`src/rtl/mmm_ctrl_if.sv`:
```
// Bundle of the start/result handshake and the strobes/operands exchanged
// with the Montgomery multiplier datapath.
interface mmm_ctrl_if #(
    parameter int WIDTH = 10
);
    logic             start;
    logic [WIDTH-1:0] op_a;
    logic [WIDTH-1:0] op_b;
    logic [WIDTH-1:0] op_m;
    logic             ready;
    logic             done;
    logic             err;
    logic [WIDTH-1:0] result;
    logic             mmm_en;
    logic             mmm_rst_n;
    logic             mmm_ld_a;
    logic             mmm_ld_r;
    logic             mmm_lock;
    logic [WIDTH-1:0] mmm_a;
    logic [WIDTH-1:0] mmm_b;
    logic [WIDTH-1:0] mmm_m;
    logic [WIDTH-1:0] mmm_r;

    modport slave (
        input  start, op_a, op_b, op_m, mmm_r,
        output ready, done, err, result,
        output mmm_en, mmm_rst_n, mmm_ld_a, mmm_ld_r, mmm_lock,
        output mmm_a, mmm_b, mmm_m
    );

    modport master (
        output start, op_a, op_b, op_m, mmm_r,
        input  ready, done, err, result,
        input  mmm_en, mmm_rst_n, mmm_ld_a, mmm_ld_r, mmm_lock,
        input  mmm_a, mmm_b, mmm_m
    );
endinterface

```
`src/rtl/mmm_ctrl.sv`:
```
// Sequencer for a bit-serial Montgomery multiplier: operand check, datapath
// strobes, WIDTH-cycle run and the final conditional subtraction.
module mmm_ctrl #(
    parameter int WIDTH = 10
) (
    input logic       clk,
    input logic       rst,
    mmm_ctrl_if.slave bus
);
    localparam int CW = (WIDTH > 2) ? $clog2(WIDTH) : 1;
    localparam logic [CW-1:0] RUN_LAST = CW'(WIDTH - 1);

    typedef enum logic [2:0] {
        S_IDLE,
        S_CLR,
        S_LOAD,
        S_RUN,
        S_CAPTURE,
        S_REDUCE,
        S_DONE
    } state_t;

    state_t           state_reg;
    logic [CW-1:0]    cnt_reg;
    logic             ready_reg;
    logic             done_reg;
    logic             err_reg;
    logic [WIDTH-1:0] result_reg;
    logic [WIDTH-1:0] a_reg;
    logic [WIDTH-1:0] b_reg;
    logic [WIDTH-1:0] m_reg;
    logic             en_reg;
    logic             rst_n_reg;
    logic             ld_a_reg;
    logic             ld_r_reg;
    logic             lock_reg;

    logic             op_bad;
    logic             r_ge_m;
    logic [WIDTH-1:0] r_minus_m;

    // Montgomery needs an odd modulus below 2^(WIDTH-1) and reduced operands.
    assign op_bad = !bus.op_m[0] || bus.op_m[WIDTH-1] ||
                    (bus.op_a >= bus.op_m) || (bus.op_b >= bus.op_m);

    // Raw product is below 2M, so one conditional subtraction fully reduces it.
    assign r_ge_m    = (bus.mmm_r >= m_reg);
    assign r_minus_m = bus.mmm_r - m_reg;

    // Every output is a register loaded with the level of the state being entered.
    always_ff @(posedge clk) begin
        if (rst) begin
            state_reg  <= S_IDLE;
            cnt_reg    <= '0;
            ready_reg  <= 1'b1;
            done_reg   <= 1'b0;
            err_reg    <= 1'b0;
            result_reg <= '0;
            a_reg      <= '0;
            b_reg      <= '0;
            m_reg      <= '0;
            en_reg     <= 1'b0;
            rst_n_reg  <= 1'b1;
            ld_a_reg   <= 1'b0;
            ld_r_reg   <= 1'b0;
            lock_reg   <= 1'b1;
        end else begin
            ready_reg <= 1'b0;
            done_reg  <= 1'b0;
            en_reg    <= 1'b0;
            rst_n_reg <= 1'b1;
            ld_a_reg  <= 1'b0;
            ld_r_reg  <= 1'b0;
            lock_reg  <= 1'b1;

            case (state_reg)
                S_IDLE: begin
                    ready_reg <= 1'b1;
                    if (bus.start) begin
                        ready_reg <= 1'b0;
                        a_reg     <= bus.op_a;
                        b_reg     <= bus.op_b;
                        m_reg     <= bus.op_m;
                        if (op_bad) begin
                            state_reg  <= S_DONE;
                            done_reg   <= 1'b1;
                            err_reg    <= 1'b1;
                            result_reg <= '0;
                        end else begin
                            state_reg <= S_CLR;
                            err_reg   <= 1'b0;
                            rst_n_reg <= 1'b0;
                        end
                    end
                end

                S_CLR: begin
                    state_reg <= S_LOAD;
                    en_reg    <= 1'b1;
                    ld_a_reg  <= 1'b1;
                end

                S_LOAD: begin
                    state_reg <= S_RUN;
                    cnt_reg   <= RUN_LAST;
                    en_reg    <= 1'b1;
                end

                S_RUN: begin
                    en_reg <= 1'b1;
                    if (cnt_reg == '0) begin
                        state_reg <= S_CAPTURE;
                        ld_r_reg  <= 1'b1;
                        lock_reg  <= 1'b0;
                    end else begin
                        cnt_reg <= cnt_reg - 1'b1;
                    end
                end

                S_CAPTURE: begin
                    state_reg <= S_REDUCE;
                end

                S_REDUCE: begin
                    state_reg  <= S_DONE;
                    done_reg   <= 1'b1;
                    result_reg <= r_ge_m ? r_minus_m : bus.mmm_r;
                end

                S_DONE: begin
                    state_reg <= S_IDLE;
                    ready_reg <= 1'b1;
                end

                default: begin
                    state_reg <= S_IDLE;
                    ready_reg <= 1'b1;
                end
            endcase
        end
    end

    assign bus.ready     = ready_reg;
    assign bus.done      = done_reg;
    assign bus.err       = err_reg;
    assign bus.result    = result_reg;
    assign bus.mmm_en    = en_reg;
    assign bus.mmm_rst_n = rst_n_reg;
    assign bus.mmm_ld_a  = ld_a_reg;
    assign bus.mmm_ld_r  = ld_r_reg;
    assign bus.mmm_lock  = lock_reg;
    assign bus.mmm_a     = a_reg;
    assign bus.mmm_b     = b_reg;
    assign bus.mmm_m     = m_reg;
endmodule

```
`src/flat_wrapper.sv`:
```
// flat-port wrapper written by rule: the top's interface ports become plain ports
module mmm_ctrl_flat 
#(
    parameter int WIDTH = 10
)
  (clk, rst, bus_start, bus_op_a, bus_op_b, bus_op_m, bus_mmm_r, bus_ready, bus_done, bus_err, bus_result, bus_mmm_en, bus_mmm_rst_n, bus_mmm_ld_a, bus_mmm_ld_r, bus_mmm_lock, bus_mmm_a, bus_mmm_b, bus_mmm_m);
  mmm_ctrl_if #(.WIDTH(WIDTH)) bus_i ();
  input logic clk;
  input logic rst;
  input wire logic [$bits(bus_i.start)-1:0] bus_start;
  input wire logic [$bits(bus_i.op_a)-1:0] bus_op_a;
  input wire logic [$bits(bus_i.op_b)-1:0] bus_op_b;
  input wire logic [$bits(bus_i.op_m)-1:0] bus_op_m;
  input wire logic [$bits(bus_i.mmm_r)-1:0] bus_mmm_r;
  output wire logic [$bits(bus_i.ready)-1:0] bus_ready;
  output wire logic [$bits(bus_i.done)-1:0] bus_done;
  output wire logic [$bits(bus_i.err)-1:0] bus_err;
  output wire logic [$bits(bus_i.result)-1:0] bus_result;
  output wire logic [$bits(bus_i.mmm_en)-1:0] bus_mmm_en;
  output wire logic [$bits(bus_i.mmm_rst_n)-1:0] bus_mmm_rst_n;
  output wire logic [$bits(bus_i.mmm_ld_a)-1:0] bus_mmm_ld_a;
  output wire logic [$bits(bus_i.mmm_ld_r)-1:0] bus_mmm_ld_r;
  output wire logic [$bits(bus_i.mmm_lock)-1:0] bus_mmm_lock;
  output wire logic [$bits(bus_i.mmm_a)-1:0] bus_mmm_a;
  output wire logic [$bits(bus_i.mmm_b)-1:0] bus_mmm_b;
  output wire logic [$bits(bus_i.mmm_m)-1:0] bus_mmm_m;
  assign bus_i.start = bus_start;
  assign bus_i.op_a = bus_op_a;
  assign bus_i.op_b = bus_op_b;
  assign bus_i.op_m = bus_op_m;
  assign bus_i.mmm_r = bus_mmm_r;
  assign bus_ready = bus_i.ready;
  assign bus_done = bus_i.done;
  assign bus_err = bus_i.err;
  assign bus_result = bus_i.result;
  assign bus_mmm_en = bus_i.mmm_en;
  assign bus_mmm_rst_n = bus_i.mmm_rst_n;
  assign bus_mmm_ld_a = bus_i.mmm_ld_a;
  assign bus_mmm_ld_r = bus_i.mmm_ld_r;
  assign bus_mmm_lock = bus_i.mmm_lock;
  assign bus_mmm_a = bus_i.mmm_a;
  assign bus_mmm_b = bus_i.mmm_b;
  assign bus_mmm_m = bus_i.mmm_m;
  mmm_ctrl #(.WIDTH(WIDTH)) u_core (.clk(clk), .rst(rst), .bus(bus_i));
endmodule
```
`config.mk`:
```
export PLATFORM = sky130hd
export DESIGN_NAME = mmm_ctrl_flat
export DESIGN_NICKNAME = d
export VERILOG_FILES = /design/src/rtl/mmm_ctrl_if.sv /design/src/rtl/mmm_ctrl.sv /design/src/flat_wrapper.sv
export SDC_FILE = /design/constraint.sdc
export NUM_CORES = 1
export LEC_CHECK = 0
export BUFFER_PORTS_ARGS = -buffer_cell sky130_fd_sc_hd__buf_4
export CAP_MARGIN = 0
export CORE_ASPECT_RATIO = 1.1
export CORE_UTILIZATION = 53
export DETAILED_ROUTE_END_ITERATION = 12
export MAX_ROUTING_LAYER = met4
export PLACE_DENSITY = 0.84
export SLEW_MARGIN = 10
export SYNTH_ARGS = -nofsm -noshare
export SYNTH_HDL_FRONTEND = slang
export SYNTH_SLANG_ARGS = --single-unit
```
`constraint.sdc`:
```
create_clock -name clk -period 6.9 [get_ports clk]
set_input_delay 1.035 -clock clk [delete_from_list [all_inputs] [get_ports clk]]
set_output_delay 1.035 -clock clk [all_outputs]
set_load 0.01 [all_outputs]
```
### Yosys cells after proc, flatten, opt, wreduce, memory -nomap -nowiden

Cells that the tools add are included.

| word-level totals | value |
|---|---|
| flip-flop bits (word level) | 55 |
| output and inout port bits | 48 |

| cells by class | value |
|---|---|
| add/subtract/negate cells | 2 |
| magnitude comparators | 3 |
| eq/ne operators | 9 |
| multiplexer cells | 19 |
| bitwise gates (word level) | 3 |
| reductions and logical operators | 16 |

Operator list:

| kind | number |
|---|---|
| 10-bit greater-or-equal comparator | 3 |
| 10-bit 2-to-1 mux | 3 |
| 10-bit case mux with 2 select lines | 1 |
| 3-bit case mux with 6 select lines | 1 |
| 10-bit subtractor | 1 |
| 3-bit 2-to-1 mux | 3 |
| 4-bit case mux with 2 select lines | 1 |
| 1-bit 2-to-1 mux | 7 |
| 3-bit by 2-bit == test with 1-bit output (second input constant) | 2 |
| 3-bit == test (second input constant) | 2 |
| 2-bit AND reduction | 3 |
| 3-bit OR reduction | 2 |
| 5-bit OR reduction | 1 |
| 4-bit logical NOT | 1 |
| 4-bit 2-to-1 mux | 1 |
| 2-bit by 1-bit != test with 1-bit output (second input constant) | 2 |
| 2-bit != test (second input constant) | 2 |
| 1-bit case mux with 2 select lines | 2 |
| 2-bit nonzero test | 2 |
| 4-bit by 1-bit subtractor with 4-bit output (second input constant) | 1 |
| 3-bit by 1-bit == test with 1-bit output (second input constant) | 1 |
| 3-bit logical NOT | 1 |
| 1-bit logical OR | 3 |
| 1-bit inverter | 3 |
| 3 further kinds | 3 |

### Longest topological paths before layout

| depth | value |
|---|---|
| depth after elaboration | 7 |
| depth in mapped cells | 10 |

### Worst setup path before layout

Ideal clock, no wire load.

| path | value |
|---|---|
| path kind | in2reg |
| start point | in bus_mmm_r[0] |
| end point | reg u_core.result_reg[6], in the netlist u_core.bus.result[6] |
| setup time | 0.117 ns |
| arrival time | 2.782 ns |
| setup slack | 4.001 ns |
| stages on the path | 10 |
| path buffers | 1 |
| cells stage by stage | inv_1 > ha_1 > fa_1 > nor2b_1 > o21ai_1 > a31oi_1 > nor3b_1 > buf_2 > a21o_1 > a32o_2 |

| between the ends | value |
|---|---|
| longest elaborated chain between the ends | 3 |
| elaborated cells between the ends (all ways) | 4 |
| those cells by class | add/sub: 1; order compare: 1; mux: 2 |

Ends and longest elaborated chain:

| what | RTL line | source |
|---|---|---|
| start, declared | flat_wrapper.sv:14 | `input wire logic [$bits(bus_i.mmm_r)-1:0] bus_mmm_r;` |
| 10-bit subtractor or 10-bit greater-or-equal comparator (tied branches) | mmm_ctrl.sv:48, mmm_ctrl.sv:47 |  |
| 10-bit 2-to-1 mux (*) | mmm_ctrl.sv:127 | `result_reg <= r_ge_m ? r_minus_m : bus.mmm_r;` |
| 10-bit case mux with 2 select lines (*) | mmm_ctrl.sv:76 | `case (state_reg)` |
| end signal, assigned | mmm_ctrl.sv:127 |  |
| end, declared | mmm_ctrl.sv:28 | `logic [WIDTH-1:0] result_reg;` |

Mark *: on every way between the ends. The rest lies on a longest branch, timed or not.
A chain may end at the register's enable or synchronous reset.

### Final worst setup path

| path | value |
|---|---|
| start point | in bus_op_m[9] |
| end point | reg u_core.result_reg[9], in the netlist u_core.bus.result[9] |

| between the ends | value |
|---|---|
| longest elaborated chain between the ends | 5 |
| elaborated cells between the ends (all ways) | 7 |
| those cells by class | order compare: 2; eq/ne: 1; reduce/logical: 4 |

Ends and longest elaborated chain:

| what | RTL line | source |
|---|---|---|
| start, declared | flat_wrapper.sv:13 | `input wire logic [$bits(bus_i.op_m)-1:0] bus_op_m;` |
| 10-bit greater-or-equal comparator or 1-bit logical OR (tied branches) | mmm_ctrl.sv:44, mmm_ctrl.sv:43 |  |
| 1-bit logical OR | mmm_ctrl.sv:43 | `assign op_bad = !bus.op_m[0] \|\| bus.op_m[WIDTH-1] \|\|` |
| 1-bit logical OR (*) | mmm_ctrl.sv:44 | `(bus.op_a >= bus.op_m) \|\| (bus.op_b >= bus.op_m);` |
| 2-bit by 1-bit != test with 1-bit output (no source line) (*) | -- |  |
| 3-bit AND reduction (no source line) (*) | -- |  |

Marked as above.

==> flow_metrics.env <==
export IMPL_floorplan_io_pins=91
export IMPL_hold_path_cell_count=2
export IMPL_crit_path_end_kind="flop"
export IMPL_critical_path_top_delay_family="compound AO/OA/AOI/OAI gates"
export IMPL_standard_cell_core_area_um2=5470
export IMPL_root_buffer="sky130_fd_sc_hd__clkbuf_8"
export IMPL_clock_latency_ps=320
export IMPL_starting_utilization_of_the_core_area_pct=55.5
export IMPL_ys_types=53
export IMPL_finalNonFillerCells=522
export IMPL_yosysSeqAreaShare_pct=36.3
export IMPL_setup_worst_path_start_class="input pin"
export IMPL_grtUsageTotal_pct=26.9
export IMPL_synth_edff_count=0
export IMPL_vdd_drop_max_v=0.000170
export IMPL_cts_hold_fix_buffers=0
export IMPL_ys_top_cells_by_area="sky130_fd_sc_hd__dfxtp_1 36%, sky130_fd_sc_hd__ha_1 13%, sky130_fd_sc_hd__nand2_1 9.0%, sky130_fd_sc_hd__a21oi_1 6.9%, sky130_fd_sc_hd__inv_1 3.3%"
export IMPL_cts_resized=0
export IMPL_synth_ff_latch_count=55
export IMPL_worstReg2RegEnd="u_core.bus.result[6]"
export IMPL_crit_cells=9
export IMPL_r2r_start="u_core.bus.mmm_m[0]"
export IMPL_path_buf_inv=2
export IMPL_post_synthesis_async_set_or_reset_flop_share_pct=0
export IMPL_timing_final_crit_share_pct=40.8
export IMPL_most_numerous_cell_in_the_yosys_netlist="sky130_fd_sc_hd__nand2_1"
export IMPL_post_synthesis_instance_total=364
export IMPL_post_layout_total_power_mw=1.14
export IMPL_num_vias=2886
export IMPL_cell_type_with_the_highest_aggregate_area_in_the_netlist="sky130_fd_sc_hd__dfxtp_1"
export IMPL_yosysWarningCount=0
export IMPL_timing_clock_skew_ps=10.4
export IMPL_antenna_cells_inserted=0
export IMPL_dpl_cell_area_um2=3750
export IMPL_cp_data_required_time_ps=7170
export IMPL_r2r_setup_slack_ps=4590
export IMPL_clkSinkCount=55
export IMPL_fin_crit_ps=2820
export IMPL_die_x_um=74.2
export IMPL_p_leak_nw=1.73
export IMPL_drtPass1Iterations=4
export IMPL_critical_path_slowest_cell="sky130_fd_sc_hd__or4_4"
export IMPL_syn_area_per_cell_um2=8.34
export IMPL_rows=28
export IMPL_cp_slowest_stage_delay_ps=450
export IMPL_overflow=0
export IMPL_hold_class="reg -> reg"
export IMPL_synth_top_cells_by_count="73 x sky130_fd_sc_hd__nand2_1, 55 x sky130_fd_sc_hd__dfxtp_1, 42 x sky130_fd_sc_hd__a21oi_1, 32 x sky130_fd_sc_hd__ha_1, 27 x sky130_fd_sc_hd__inv_1"
export IMPL_drt_wl_total_um=7470
export IMPL_die_height_um=81.4
export IMPL_setup_worst_path_class="in -> reg"
export IMPL_ctsLongestPathBuffers=2
export IMPL_worstRegToRegCells=9
export IMPL_finalSetupViolCount=0
export IMPL_post_route_drc_count=0
export IMPL_run_status="complete, no violations"
export IMPL_crit_start="bus_op_m[9]"
export IMPL_postSynthNetCount=440
export IMPL_slew_limit_headroom_pct=20.9
export IMPL_antenna_violating_nets_post_route=0
export IMPL_grt_start_max_net_pins=47
export IMPL_final_cell_area_um2=3840
export IMPL_post_cts_clock_slew_at_the_launch_and_capture_registers_of_the_worst_setup_and_hold_paths_ps=110
export IMPL_place_detailed_instances=514
export IMPL_h_tree_level_count=2
export IMPL_drt_iter0_markers=109
export IMPL_die_area_um2=6030
export IMPL_worst_path_max_fanout=10
export IMPL_layout_area_growth_over_synthesis_pct=26.5
export IMPL_synth_top_area_share_pct=36.3
export IMPL_grt_antenna_before_repair=0
export IMPL_final_core_utilization_pct=70.3
export IMPL_gp_congestion=0.896
export IMPL_setup_tns_ps=0
export IMPL_max_clock_freq_mhz=355
export IMPL_cts_tree="done"
export IMPL_grt_pass1_wl_um=12200
export IMPL_grt_setup_unrepaired="no"
export IMPL_drive_gt1_share_pct=24.2
export IMPL_critical_path_endpoint="u_core.bus.result[9]"
export IMPL_port_buffer_count=90
export IMPL_final_hold_violation_count=0
export IMPL_numCtsBuffers=5
export IMPL_viasPerCell=5.53
export IMPL_maxSlewViolCount=0
export IMPL_dp_hpwl_um=5720
export IMPL_routedWlPerCell_um=14.3
export IMPL_cts_post_setup_buffers_inserted=0
export IMPL_maxCapViolations=0
export IMPL_vias_in_the_first_global_route=2743
export IMPL_ys_dominant_reg_cell="sky130_fd_sc_hd__dfxtp_1"
export IMPL_crit_top_cell="sky130_fd_sc_hd__a221o_1"
export IMPL_worst_ep_arrival_time_ps=3080
export IMPL_synth_area_um2=3040
export IMPL_pwr_density_cell_nw_per_um2=296
export IMPL_finish_net_count=522
export IMPL_transition_at_the_pin_with_the_smallest_max_transition_slack_ps=1180
export IMPL_critical_path_cell_chain="buf_4 -> inv_1 -> ha_1 -> a22oi_1 -> nand4_1 -> a221o_1 -> or4_4 -> o22ai_4 -> a221o_1"
## layout by cell type (no fill, tap or decap), types with 3 or more instances in the layout
master	count
sky130_fd_sc_hd__a21oi_1	42
sky130_fd_sc_hd__xor2_1	3
sky130_fd_sc_hd__mux2i_1	8
sky130_fd_sc_hd__a31oi_1	4
sky130_fd_sc_hd__a221o_1	3
sky130_fd_sc_hd__and3_1	6
sky130_fd_sc_hd__buf_4	91
sky130_fd_sc_hd__xnor2_1	4
sky130_fd_sc_hd__dfxtp_1	55
sky130_fd_sc_hd__o21ai_0	4
sky130_fd_sc_hd__a211oi_1	3
sky130_fd_sc_hd__ha_1	32
sky130_fd_sc_hd__nand3_1	4
sky130_fd_sc_hd__o2bb2ai_1	6
sky130_fd_sc_hd__or3_1	4
sky130_fd_sc_hd__inv_1	27
sky130_fd_sc_hd__nor2_1	10
sky130_fd_sc_hd__nor3b_1	4
sky130_fd_sc_hd__nand2_1	73
sky130_fd_sc_hd__nand4_1	3
sky130_fd_sc_hd__a21o_1	6
sky130_fd_sc_hd__nor3_1	7
sky130_fd_sc_hd__clkbuf_8	5
sky130_fd_sc_hd__nor2b_1	4
sky130_fd_sc_hd__nand2b_1	3
sky130_fd_sc_hd__o21a_1	3
## per-stage QoR
stage          hold slack (ps)  setup slack, ps
2_1_floorplan              461             4000
3_3_place_gp               444             3830
3_5_place_dp               449             3770
4_1_cts                    464             4080
5_1_grt                    479             3940
6_report                   459             4080
## worst reg2reg max path: stages, from the launching register on
cell	delay, ps
sky130_fd_sc_hd__dfxtp_1	350
sky130_fd_sc_hd__ha_1	230
sky130_fd_sc_hd__fa_1	400
sky130_fd_sc_hd__nor2b_1	170
sky130_fd_sc_hd__o21ai_1	100
sky130_fd_sc_hd__a31oi_1	280
sky130_fd_sc_hd__nor3b_1	90
sky130_fd_sc_hd__buf_4	200
sky130_fd_sc_hd__a21o_1	160
sky130_fd_sc_hd__a32o_2	250
## logic make-up after synthesis
group / Yosys count / synth area share (%)
AOI/OAI and AO/OA: 88 / 19.4
xor gates and xnor gates: 7 / 2.02
adders and majority gates: 33 / 13.8
buffers and inverters: 44 / 5.73
DFF: 55 / 36.3
muxes: 8 / 2.64
and+or+nand+nor: 129 / 20.1
## per-layer routing
layer	up-vias	part of all wire, %	global-route usage (%)
met5	-	0	-
met4	0	3.6	11.9
met3	22	5.3	4.71
met2	95	49	45.7
met1	1333	42	30.8
li1	1436	-	-
## how the worst min path moves through the flow
stage / slack, ps / startpoint / to
2_1_floorplan: 460 / u_core.cnt_reg[0] / u_core.cnt_reg[0]
3_3_place_gp: 440 / u_core.bus.mmm_a[5] / u_core.bus.mmm_a[5]
3_5_place_dp: 450 / u_core.bus.mmm_a[6] / u_core.bus.mmm_a[6]
4_1_cts: 460 / u_core.bus.mmm_a[5] / u_core.bus.mmm_a[5]
5_1_grt: 480 / u_core.bus.mmm_a[1] / u_core.bus.mmm_a[1]
6_report: 460 / u_core.bus.mmm_a[0] / u_core.bus.mmm_a[0]
## report_power, final
part           internal [mW]  total, mW  leakage (nW)  switching, mW
Sequential             0.385      0.447         0.449         0.0618
Clock                 0.0742      0.187        0.0452          0.113
Combinational          0.222      0.501          1.24          0.279
Total                  0.681       1.14          1.73          0.454
## cell type report
class                      instances  area (um^2)
clock buffer                       5         68.8
clock inverter                     3         25.0
fill                             463         1630
inverter                          28          105
multi-input combinational        265         1760
sequential                        55         1100
tap                               75         93.8
timing repair buffer              91          683
(Power assumes the default switching activity.)
